## src/rtl/storage_arbiter_if.sv

```systemverilog
// Client and storage-side signal bundle for storage_arbiter.
// master = clients plus RAM (testbench side), slave = arbiter.
interface storage_arbiter_if #(
   parameter int unsigned N_CLIENTS = 3,
   parameter int unsigned ADDR_W    = 9,
   parameter int unsigned DATA_W    = 32
);
   logic [N_CLIENTS-1:0]        i_req;
   logic [N_CLIENTS-1:0]        i_lock;
   logic [N_CLIENTS-1:0]        i_we;
   logic [N_CLIENTS*ADDR_W-1:0] i_addr;
   logic [N_CLIENTS*DATA_W-1:0] i_wdata;
   logic [N_CLIENTS-1:0]        o_gnt;
   logic [N_CLIENTS-1:0]        o_rvalid;
   logic [DATA_W-1:0]           o_rdata;
   logic                        o_mem_we;
   logic [ADDR_W-1:0]           o_mem_addr;
   logic [DATA_W-1:0]           o_mem_wdata;
   logic [DATA_W-1:0]           i_mem_rdata;
   logic                        o_preempt;

   modport master (
      output i_req, i_lock, i_we, i_addr, i_wdata, i_mem_rdata,
      input  o_gnt, o_rvalid, o_rdata, o_mem_we, o_mem_addr, o_mem_wdata, o_preempt
   );

   modport slave (
      input  i_req, i_lock, i_we, i_addr, i_wdata, i_mem_rdata,
      output o_gnt, o_rvalid, o_rdata, o_mem_we, o_mem_addr, o_mem_wdata, o_preempt
   );
endinterface

```

## src/rtl/storage_arbiter.sv

```systemverilog
// Round-robin arbiter with burst lock and hold-limit preemption in front of
// the single-port matrix storage; read data is tagged back to the issuing client.
module storage_arbiter #(
   parameter int unsigned N_CLIENTS = 3,
   parameter int unsigned ADDR_W    = 9,
   parameter int unsigned DATA_W    = 32,
   parameter int unsigned RD_LAT    = 1,
   parameter int unsigned MAX_HOLD  = 64
) (
   input logic              clk,
   input logic              rst_n,
   storage_arbiter_if.slave bus
);
   localparam int unsigned IDX_W  = (N_CLIENTS > 1) ? $clog2(N_CLIENTS) : 1;
   localparam int unsigned SCAN_W = IDX_W + 1;
   localparam int unsigned HOLD_W = (MAX_HOLD > 1) ? $clog2(MAX_HOLD) : 1;
   localparam logic [HOLD_W-1:0] HOLD_MAX = HOLD_W'(MAX_HOLD - 1);

   typedef enum logic {ST_IDLE, ST_OWNED} state_t;

   state_t               r_state, w_state_nxt;
   logic [IDX_W-1:0]     r_owner, w_owner_nxt;
   logic [IDX_W-1:0]     r_ptr, w_ptr_nxt;
   logic [HOLD_W-1:0]    r_hold, w_hold_nxt;
   logic [N_CLIENTS-1:0] r_gnt, w_gnt_nxt;
   logic [N_CLIENTS-1:0] r_tag [RD_LAT];

   logic                 w_owned, w_req_sel, w_lock_sel, w_we_sel, w_keep_req;
   logic                 w_other_req, w_preempt, w_access, w_rd, w_found;
   logic [N_CLIENTS-1:0] w_owner_oh;
   logic [ADDR_W-1:0]    w_addr;
   logic [DATA_W-1:0]    w_wdata;
   logic [IDX_W-1:0]     w_pick;
   logic [SCAN_W-1:0]    w_scan;

   // Select the registered owner's request fields.
   always_comb begin
      w_owner_oh = '0;
      w_req_sel  = 1'b0;
      w_lock_sel = 1'b0;
      w_we_sel   = 1'b0;
      w_addr     = '0;
      w_wdata    = '0;
      for (int k = 0; k < int'(N_CLIENTS); k++) begin
         if (r_owner == IDX_W'(k)) begin
            w_owner_oh[k] = 1'b1;
            w_req_sel     = bus.i_req[k];
            w_lock_sel    = bus.i_lock[k];
            w_we_sel      = bus.i_we[k];
            w_addr        = bus.i_addr[k*ADDR_W +: ADDR_W];
            w_wdata       = bus.i_wdata[k*DATA_W +: DATA_W];
         end
      end
   end

   assign w_owned     = (r_state == ST_OWNED);
   assign w_keep_req  = w_req_sel | w_lock_sel;
   assign w_other_req = |(bus.i_req & ~w_owner_oh);
   assign w_preempt   = w_owned & ~w_lock_sel & (r_hold == HOLD_MAX) & w_other_req;
   assign w_access    = w_owned & w_req_sel;
   assign w_rd        = w_access & ~w_we_sel;

   // Next owner, pointer and hold counter.
   always_comb begin
      w_state_nxt = r_state;
      w_owner_nxt = r_owner;
      w_ptr_nxt   = r_ptr;
      w_hold_nxt  = r_hold;
      w_gnt_nxt   = '0;
      w_found     = 1'b0;
      w_pick      = '0;
      w_scan      = '0;

      for (int i = 0; i < int'(N_CLIENTS); i++) begin
         w_scan = {1'b0, r_ptr} + SCAN_W'(i);
         if (w_scan >= SCAN_W'(N_CLIENTS)) w_scan = w_scan - SCAN_W'(N_CLIENTS);
         if (!w_found && bus.i_req[w_scan[IDX_W-1:0]] &&
             !(w_preempt && (w_scan[IDX_W-1:0] == r_owner))) begin
            w_found = 1'b1;
            w_pick  = w_scan[IDX_W-1:0];
         end
      end

      if (w_owned && w_keep_req && !w_preempt) begin
         if (!w_other_req)             w_hold_nxt = '0;
         else if (r_hold != HOLD_MAX)  w_hold_nxt = r_hold + HOLD_W'(1);
      end else begin
         if (w_owned)
            w_ptr_nxt = (r_owner == IDX_W'(N_CLIENTS - 1)) ? '0 : r_owner + IDX_W'(1);
         w_hold_nxt = '0;
         if (w_found) begin
            w_state_nxt = ST_OWNED;
            w_owner_nxt = w_pick;
         end else begin
            w_state_nxt = ST_IDLE;
         end
      end

      for (int k = 0; k < int'(N_CLIENTS); k++)
         w_gnt_nxt[k] = (w_state_nxt == ST_OWNED) && (w_owner_nxt == IDX_W'(k));
   end

   always_ff @(posedge clk or negedge rst_n) begin
      if (!rst_n) begin
         r_state <= ST_IDLE;
         r_owner <= '0;
         r_ptr   <= '0;
         r_hold  <= '0;
         r_gnt   <= '0;
      end else begin
         r_state <= w_state_nxt;
         r_owner <= w_owner_nxt;
         r_ptr   <= w_ptr_nxt;
         r_hold  <= w_hold_nxt;
         r_gnt   <= w_gnt_nxt;
      end
   end

   // Read tags follow the RAM latency so late data reaches the original client.
   always_ff @(posedge clk or negedge rst_n) begin
      if (!rst_n) begin
         for (int i = 0; i < int'(RD_LAT); i++) r_tag[i] <= '0;
      end else begin
         r_tag[0] <= w_rd ? w_owner_oh : '0;
         for (int i = 1; i < int'(RD_LAT); i++) r_tag[i] <= r_tag[i-1];
      end
   end

   assign bus.o_gnt       = r_gnt;
   assign bus.o_rvalid    = r_tag[RD_LAT-1];
   assign bus.o_rdata     = bus.i_mem_rdata;
   assign bus.o_mem_we    = w_access & w_we_sel;
   assign bus.o_mem_addr  = w_access ? w_addr  : '0;
   assign bus.o_mem_wdata = w_access ? w_wdata : '0;
   assign bus.o_preempt   = w_preempt;
endmodule

```

## src/flat_wrapper.sv

```systemverilog
// flat-port wrapper written by rule: the top's interface ports become plain ports
module storage_arbiter_flat 
#(
   parameter int unsigned N_CLIENTS = 3,
   parameter int unsigned ADDR_W    = 9,
   parameter int unsigned DATA_W    = 32,
   parameter int unsigned RD_LAT    = 1,
   parameter int unsigned MAX_HOLD  = 64
)
  (clk, rst_n, bus_i_req, bus_i_lock, bus_i_we, bus_i_addr, bus_i_wdata, bus_i_mem_rdata, bus_o_gnt, bus_o_rvalid, bus_o_rdata, bus_o_mem_we, bus_o_mem_addr, bus_o_mem_wdata, bus_o_preempt);
  storage_arbiter_if #(.N_CLIENTS(N_CLIENTS), .ADDR_W(ADDR_W), .DATA_W(DATA_W)) bus_i ();
  input logic clk;
  input logic rst_n;
  input wire logic [$bits(bus_i.i_req)-1:0] bus_i_req;
  input wire logic [$bits(bus_i.i_lock)-1:0] bus_i_lock;
  input wire logic [$bits(bus_i.i_we)-1:0] bus_i_we;
  input wire logic [$bits(bus_i.i_addr)-1:0] bus_i_addr;
  input wire logic [$bits(bus_i.i_wdata)-1:0] bus_i_wdata;
  input wire logic [$bits(bus_i.i_mem_rdata)-1:0] bus_i_mem_rdata;
  output wire logic [$bits(bus_i.o_gnt)-1:0] bus_o_gnt;
  output wire logic [$bits(bus_i.o_rvalid)-1:0] bus_o_rvalid;
  output wire logic [$bits(bus_i.o_rdata)-1:0] bus_o_rdata;
  output wire logic [$bits(bus_i.o_mem_we)-1:0] bus_o_mem_we;
  output wire logic [$bits(bus_i.o_mem_addr)-1:0] bus_o_mem_addr;
  output wire logic [$bits(bus_i.o_mem_wdata)-1:0] bus_o_mem_wdata;
  output wire logic [$bits(bus_i.o_preempt)-1:0] bus_o_preempt;
  assign bus_i.i_req = bus_i_req;
  assign bus_i.i_lock = bus_i_lock;
  assign bus_i.i_we = bus_i_we;
  assign bus_i.i_addr = bus_i_addr;
  assign bus_i.i_wdata = bus_i_wdata;
  assign bus_i.i_mem_rdata = bus_i_mem_rdata;
  assign bus_o_gnt = bus_i.o_gnt;
  assign bus_o_rvalid = bus_i.o_rvalid;
  assign bus_o_rdata = bus_i.o_rdata;
  assign bus_o_mem_we = bus_i.o_mem_we;
  assign bus_o_mem_addr = bus_i.o_mem_addr;
  assign bus_o_mem_wdata = bus_i.o_mem_wdata;
  assign bus_o_preempt = bus_i.o_preempt;
  storage_arbiter #(.N_CLIENTS(N_CLIENTS), .ADDR_W(ADDR_W), .DATA_W(DATA_W), .RD_LAT(RD_LAT), .MAX_HOLD(MAX_HOLD)) u_core (.clk(clk), .rst_n(rst_n), .bus(bus_i));
endmodule
```

## config.mk

```make
export PLATFORM = sky130hd
export DESIGN_NAME = storage_arbiter_flat
export DESIGN_NICKNAME = d
export VERILOG_FILES = /design/src/rtl/storage_arbiter_if.sv /design/src/rtl/storage_arbiter.sv /design/src/flat_wrapper.sv
export SDC_FILE = /design/constraint.sdc
export NUM_CORES = 1
export LEC_CHECK = 0
export CAP_MARGIN = 40
export CORE_AREA = 2 2 96 98
export DETAILED_ROUTE_END_ITERATION = 12
export DIE_AREA = 0 0 98 100
export PLACE_DENSITY = 0.77
export SLEW_MARGIN = 10
export SYNTH_ARGS = -nofsm -noshare
export SYNTH_HDL_FRONTEND = slang
export SYNTH_SLANG_ARGS = --single-unit
```

## constraint.sdc

```tcl
create_clock -name clk -period 4.7 [get_ports clk]
set_input_delay 0.94 -clock clk [delete_from_list [all_inputs] [get_ports clk]]
set_output_delay 0.94 -clock clk [all_outputs]
set_load 0.03 [all_outputs]
```

# After elaboration in Yosys (flattened, before gate mapping)
# Cells that the tools add are included.
# W data, S select, Z words.
# word_totals
output_inout_bits	81
elab_cells	108
inputBits	166
register_bits	17
# op_classes
order_cmp	6
n_eq_ne	10
bitwise_logic	12
n_mux	44
addsub	7
reduce_logical	23
# ops
operator	n
$mux W32	4
$mux W9	4
$mux W1	20
$mux W2	9
$mux W6	3
$logic_and A1 B1 Y1	13
$lt A2 B3 Y1 const B	3
$add A6 B1 Y6 const B	1
$and A1 B1 Y1	6
$bmux W1 S2	3
$eq A2 B2 Y1	3
$eq A6 B6 Y1 const B	1
$ge A3 B2 Y1 const B	2
$logic_not A1 Y1	6
$ne A6 B6 Y1 const B	1
$sub A2 B2 Y2 const B	3
$eq A2 B1 Y1 const B	2
$eq A2 B2 Y1 const B	2
$logic_not A2 Y1	2
$add A2 B1 Y3 const B	1
$add A2 B2 Y3 const B	1
$and A3 B3 Y3	1
$mux W3	1
$ne A3 B3 Y1 const B	1
7 further kinds	9

# Depth between registers and ports, before layout
# Gate-level depths: netlist of run 1.
# depth
ltp_word	24
mapped_depth	10
ltp_nobuf	9

# Worst setup path after synthesis of run 1
# No wires, ideal clock.
# synth_path
kind	register to output
from	reg u_core.r_owner[0]
to	out bus_o_mem_addr[2]
slack_ps	1838
required_ps	3760
arrival_ps	1922
path_buffers	3
stages_incl_launch_ff	8
path_cell_list	dfrtp_1 > buf_4 > buf_1 > buf_1 > mux2i_1 > nor2_1 > a21oi_1 > nor2_1
# synth_via
elab_chain_len	6
elab_cells_between_ends	11
cone_classes	eq/ne (2); mux (7); bitwise (1); reduce/logical (1)
# synth_rtl
element	line	source
start, declared	storage_arbiter.sv:22	logic [IDX_W-1:0] r_owner, w_owner_nxt;
start signal, assigned	storage_arbiter.sv:112	r_owner <= w_owner_nxt;
$logic_not A2 Y1	storage_arbiter.sv:45	if (r_owner == IDX_W'(k)) begin
$mux W1 (3 in a row)	storage_arbiter.sv:45	
$and A1 B1 Y1	storage_arbiter.sv:60	assign w_access = w_owned & w_req_sel;
$mux W9 *	storage_arbiter.sv:133	assign bus.o_mem_addr = w_access ? w_addr : '0;
end, declared	flat_wrapper.sv:24	output wire logic [$bits(bus_i.o_mem_addr)-1:0] bus_o_mem_addr;
# Mark *: on every way between the ends. The rest lies on a longest branch, timed or not.

# Final worst setup path of run 1
# layout_path
from	in bus_i_req[1]
to	out bus_o_mem_wdata[11]
# layout_via
elab_chain_len	4
# layout_rtl
element	line	source
start, declared	flat_wrapper.sv:14	input wire logic [$bits(bus_i.i_req)-1:0] bus_i_req;
$mux W1 (2 in a row)	storage_arbiter.sv:45	
$and A1 B1 Y1	storage_arbiter.sv:60	
$mux W32	storage_arbiter.sv:134	assign bus.o_mem_wdata = w_access ? w_wdata : '0;
end, declared	flat_wrapper.sv:25	output wire logic [$bits(bus_i.o_mem_wdata)-1:0] bus_o_mem_wdata;
# No other way between the ends.

==> flow_summary.ini, run 1 <==
[route]
ant_nets = 0
vias = 2868
postRouteWirelength_mm = 9.27
avgViaCountPerCell = 4.85
drt_iter0_markers = 107
drcViolationCount = 0
firstDrtPassIters = 4
wl_per_cell_microns = 15.7

[synthesis]
ys.flop_type = dfrtp_1
synthesis.area_sq_um = 2410
yosysSeqAreaShare = 0.177
syn_avg_cell_area_sq_um = 6.98
synth-compound-area-share = 0.186
synth_edf_count = 0
yosysWarnings = 0
synthCells = 345
synth.area.mux_share = 0.200
synth_fa_ha_area_frac = 0.0156
synth_cell_types = 38
synth_top_family_by_area = simple AND/OR/NAND/NOR gates
yosysTopAreaCell = mux2i_1
synth_top_area_frac = 0.200
synth-simple-area-share = 0.246
synthXorXnorAreaFrac = 0.0255
yosys-top-cells-area = mux2i_1 (20%), dfrtp_1 (18%), nor2_1 (14%)
yosysMostFrequentCell = nor2_1
synth_seq_cells = 17
ys_async_sr_fraction = 1.00
synth.net_count = 514
synth_common_cells = nor2_1 (92), mux2i_1 (48), a21oi_1 (46)

[clocking]
cts_hold_buf = 0
path_clk_slew_ps = 70
cts_resized = 0
cts_sinks = 17
htreeDepth = 1
clk_path_buf_depth = 2
cts_made_buffers = 3
postCtsSetupBuffers = 0
cts_root_buf = clkbuf_8
cts_tree = done
insertion_delay_ps = 260

[timing]
relSlewSlack = 0.483
max_freq_mhz = 254
setup_viol = 0
fin_crit_sh = 0.838
finalSetupTns_ps = 0
whs_ps = 554
rsz0062_at_grt = false
slew_viol_final = 0
hold_viol = 0
fin_crit_ps = 3940
fin_skew_ps = 9.92
tightest_slew_ps = 773

[die]
initial_core_util = 0.271
dieHeight_microns = 100
ioPinCount = 247
fp-row-count = 35
chipWidth_microns = 98
core_sq_um = 8890
die_area_sq_um = 9800

[worst_hold_path]
hp-class = reg -> reg

[finish]
fin_util = 0.465
design_area_sq_um = 4130
area_growth_pct = 71.7
fin_cells = 591
antennaDiodeCount = 0
drive_gt1_frac = 0.0417
final_net_count = 650

[worst_setup_path]
cpMaxStageDelayCell = clkdlybuf4s50_1
cp_max_fo = 20
slowest_delay_ps = 690
r2r_slack_ps = 1780
path_cells = clkdlybuf4s50_1, mux2i_1, nor2_1, o21ai_4, buf_4, nor2_1, clkdlybuf4s50_1
crit_arrival_ps = 3000
start_kind = primary input
crit_path_end_kind = output pin
worstPathRequired_ps = 3760
worst-setup-path-type = in -> out

[pwr]
clkPwrFrac = 0.049
switching_share = 0.539
leakagePower_uw = 0.00165
p_seq_frac = 0.109
p_comb_frac = 0.842
p_per_area_nw_per_um2 = 569
p_int_uw = 1090
p_sw_uw = 1270
peakVddDrop_uv = 393

[global_routing]
grtUsageTotal = 0.179
grt_max_degree = 57
gr-total-overflow = 0
antenna_found_initial = 0
grt_pass1_vias = 2733
grt_pass1_wl_mm = 14.3

[placed_design]
io_buffers = 182
post-place-cells = 587
placed_area_sq_um = 4080
hpwl_mm = 7.75
place_congestion = 0.797

[job]
maxCapViolCount = 0

[outcome]
status = completed
## registers in the layout (all words and copies together), names as in the netlist
register             cells
u_core.r_state           1
u_core.bus.o_gnt         3
u_core.bus.o_rvalid      3
u_core.r_ptr             2
u_core.r_owner           2
u_core.r_hold            6
## worst max-delay path: cells and delay by family
kind,cells,cell delay [ps]
buf+inv,3,1490
simple gates,2,370
mux,1,110
compound gates,1,80
## cell type report
cell class	count	area [sq um]
clock buffer	3	41.3
clock inverter	1	7.51
fill	857	4760
inverter	6	22.5
multi-input combinational	266	1640
sequential	17	428
tap	111	139
timing repair buffer	187	1860
## placed cells by master (no fill, tap or decap), drive strengths merged, types with 3 or more instances in the layout
cell and count:
mux2i 48, xnor2 7, inv 6, o21ai 10, nand3 5, clkbuf 3
a21oi 46, and3 5, ha 3, o31ai 5, nand2 12, nor2 92
buf 5, nor3b 3, dfrtp 17, o22ai 3, clkdlybuf4s50 182, nor3 7
## per-layer routing
metal | global-route usage | wire length [microns] | vias up
li1 | - | - | 1417
met5 | 0 | 0 | -
met1 | 0.193 | 3260 | 1327
met3 | 0.0529 | 701 | 7
met2 | 0.352 | 5250 | 117
met4 | 0.0256 | 63 | 0
## cell families after synthesis
group	after synthesis
compound gates	72
xor+xnor	7
fa+ha+maj	3
buf+inv	62
flops	17
mux	48
simple gates	136
## power by group through the flow
stage	clock, uW	sequential [uW]	combinational, uW
6_report	116	255	1980
5_1_grt	127	263	2140
4_1_cts	121	256	1990
3_5_place_dp	0	260	1990
3_3_place_gp	0	256	1960
2_1_floorplan	0	251	1350
## metrics by stage
stage / power [uW] / setup slack (ps)
4_1_cts: 2370 / 777
3_5_place_dp: 2250 / 780
6_report: 2350 / 759
3_3_place_gp: 2210 / 837
2_1_floorplan: 1600 / 1840
5_1_grt: 2530 / 623
## final timing paths
check                                              from                             to  cells after the start
max                                        bus_i_req[1]            bus_o_mem_wdata[11]                      7
min                        u_core.r_hold[1]$_DFFE_PN0P_   u_core.r_hold[1]$_DFFE_PN0P_                      2
max reg2reg                 u_core.r_owner[0]$_DFF_PN0_  u_core.bus.o_gnt[0]$_DFF_PN0_                      8
min reg2reg                u_core.r_hold[1]$_DFFE_PN0P_   u_core.r_hold[1]$_DFFE_PN0P_                      2
max in group asynchronous                         rst_n    u_core.r_owner[0]$_DFF_PN0_                      1
min in group asynchronous                         rst_n  u_core.bus.o_gnt[0]$_DFF_PN0_                      1
(Power assumes the default switching activity.)
==> inputs of run 2 (changes only) <==
--- a/config.mk
+++ b/config.mk
@@ -6,10 +6,9 @@
 export NUM_CORES = 1
 export LEC_CHECK = 0
 export CAP_MARGIN = 40
-export CORE_AREA = 2 2 96 98
+export CORE_UTILIZATION = 27
 export DETAILED_ROUTE_END_ITERATION = 12
-export DIE_AREA = 0 0 98 100
-export PLACE_DENSITY = 0.77
+export PLACE_DENSITY = 0.79
 export SLEW_MARGIN = 10
 export SYNTH_ARGS = -nofsm -noshare
 export SYNTH_HDL_FRONTEND = slang
==> constraint.sdc (replaced) <==
create_clock -name clk -period 3.6 [get_ports clk]
set_input_delay 0.72 -clock clk [delete_from_list [all_inputs] [get_ports clk]]
set_output_delay 0.72 -clock clk [all_outputs]
set_load 0.03 [all_outputs]
==> flow_summary.ini, run 2 (synthesis gave the netlist of run 1 again) <==
[worst_setup_path]
slowest_delay_ps = 680
r2r_slack_ps = 1120
worstPathRequired_ps = 2880
path_common_cell = clkdlybuf4s50_1
r2r_end = u_core.r_owner[0]$_DFF_PN0_
crit_arrival_ps = 2480
cp_top_family = buffers and inverters
path_cells = clkdlybuf4s50_1, mux2i_1, a21oi_1, o21ai_2, nor2_1, clkdlybuf4s50_1
ff2ff_path_depth = 8
cp_max_fo = 6
start_kind = primary input
cpMaxStageDelayCell = clkdlybuf4s50_1
reg2reg_from = u_core.r_owner[1]$_DFF_PN0_
worst-setup-path-type = in -> out
path_buf_inv = 2
crit_path_end_kind = output pin

[timing]
slew_viol_final = 0
max_freq_mhz = 313
finalSetupTns_ps = 0
relSlewSlack = 0.498
setup_viol = 0
rsz0062_at_grt = false
hold_viol = 0
fin_crit_ps = 3200
tightest_slew_ps = 751
fin_crit_sh = 0.888
fin_skew_ps = 9.58

[finish]
final_net_count = 652
drive_gt1_frac = 0.133
layout_common_cells = clkdlybuf4s50_1 (140), nor2_1 (92), mux2i_1 (48)
largest_reg_flops = 6
fin_util = 0.469
regMostFlops = u_core.r_hold
final_common_cell = clkdlybuf4s50_1
area_growth_pct = 69.2
antennaDiodeCount = 0

[global_routing]
antenna_found_initial = 0
grt_pass1_wl_mm = 13.2
grtUsageTotal = 0.184
gr-total-overflow = 0
grt_max_degree = 55
grt_pass1_vias = 2697

[placed_design]
place_congestion = 0.877
hpwl_mm = 7.42
io_buffers = 182

[route]
avgViaCountPerCell = 4.87
drcViolationCount = 0
drt_iter0_markers = 85
wl_per_cell_microns = 15.5
postRouteWirelength_mm = 9.12
ant_nets = 0
vias = 2876
firstDrtPassIters = 6

[pwr]
p_comb_frac = 0.849
leakagePower_uw = 0.00174
switching_share = 0.550
p_sw_uw = 1690
p_seq_frac = 0.105
clkPwrFrac = 0.046
p_per_area_nw_per_um2 = 752
p_int_uw = 1380
peakVddDrop_uv = 274

[clocking]
path_clk_slew_ps = 70
clk_path_buf_depth = 2
cts_tree = done
cts_sinks = 17
htreeDepth = 1
cts_root_buf = clkbuf_8
cts_hold_buf = 0
postCtsSetupBuffers = 0
insertion_delay_ps = 250
cts_resized = 0
cts_made_buffers = 3

[job]
maxCapViolCount = 0

[die]
initial_core_util = 0.277
chipWidth_microns = 96.4
die_area_sq_um = 9300
fp-row-count = 34
dieHeight_microns = 96.4
core_sq_um = 8680
ioPinCount = 247

[worst_hold_path]
hp-start = u_core.r_ptr[0]$_DFFE_PN0P_
hp-class = reg -> reg
min_path_cells = 2
min_to = u_core.r_ptr[0]$_DFFE_PN0P_

[outcome]
status = completed
run 2: cell count changes in the layout (fill, tap and decap cells not counted), sizes merged:
cell           change
buf               +44
clkdlybuf4s50     -42
clkinv             +1
clkinvlp           -1
run 2: per-layer routing:
layer  vias up  global-route usage  routed length (microns)
met2       139               0.345                     4890
met5         -                   0                        0
met4         0              0.0355                       93
li1       1423                   -                        -
met3        10              0.0430                      697
met1      1304               0.211                     3440
run 2: worst max-delay path by stage:
stage	start	endpoint	slack, ps	cells after the start
3_3_place_gp	bus_i_req[1]	bus_o_preempt	460	6
6_report	bus_i_req[1]	bus_o_preempt	400	6
4_1_cts	bus_i_req[1]	bus_o_preempt	410	6
2_1_floorplan	u_core.r_owner[0]$_DFF_PN0_	bus_o_mem_addr[2]	960	7
5_1_grt	bus_i_req[1]	bus_o_preempt	320	6
3_5_place_dp	bus_i_req[1]	bus_o_preempt	410	6
run 2: area by class of cell:
type,count,area (sq um)
fill,916,4600
timing repair buffer,189,1810
multi-input combinational,266,1640
sequential,17,428
tap,108,135
clock buffer,3,41.3
inverter,6,22.5
clock inverter,1,5.00
run 2: power groups by stage:
stage	logic [uW]	registers (uW)	clock network, uW
2_1_floorplan	1760	328	0
3_3_place_gp	2560	320	0
3_5_place_dp	2600	325	0
4_1_cts	2610	322	143
5_1_grt	2800	329	155
6_report	2600	322	141
run 2: metrics by stage:
| stage | worst slack [ps] | area, sq um | hold WS [ps] | std cells | total power, uW |
|---|---|---|---|---|---|
| final | 404 | 4070 | 549 | 590 | 3060 |
| after global routing | 320 | 4070 | 594 | 590 | 3290 |
| after CTS | 410 | 4070 | 553 | 590 | 3080 |
| after detailed placement | 413 | 4030 | 537 | 586 | 2930 |
| after global placement | 459 | 4030 | 532 | 586 | 2880 |
| after floorplan | 958 | 2410 | 424 | 345 | 2090 |
run 2: tightest hold or removal path: cells and delay by family (launching register included):
kind	cells	cell delay (ps)
AOI/OAI and AO/OA	2	150
DFF	1	370
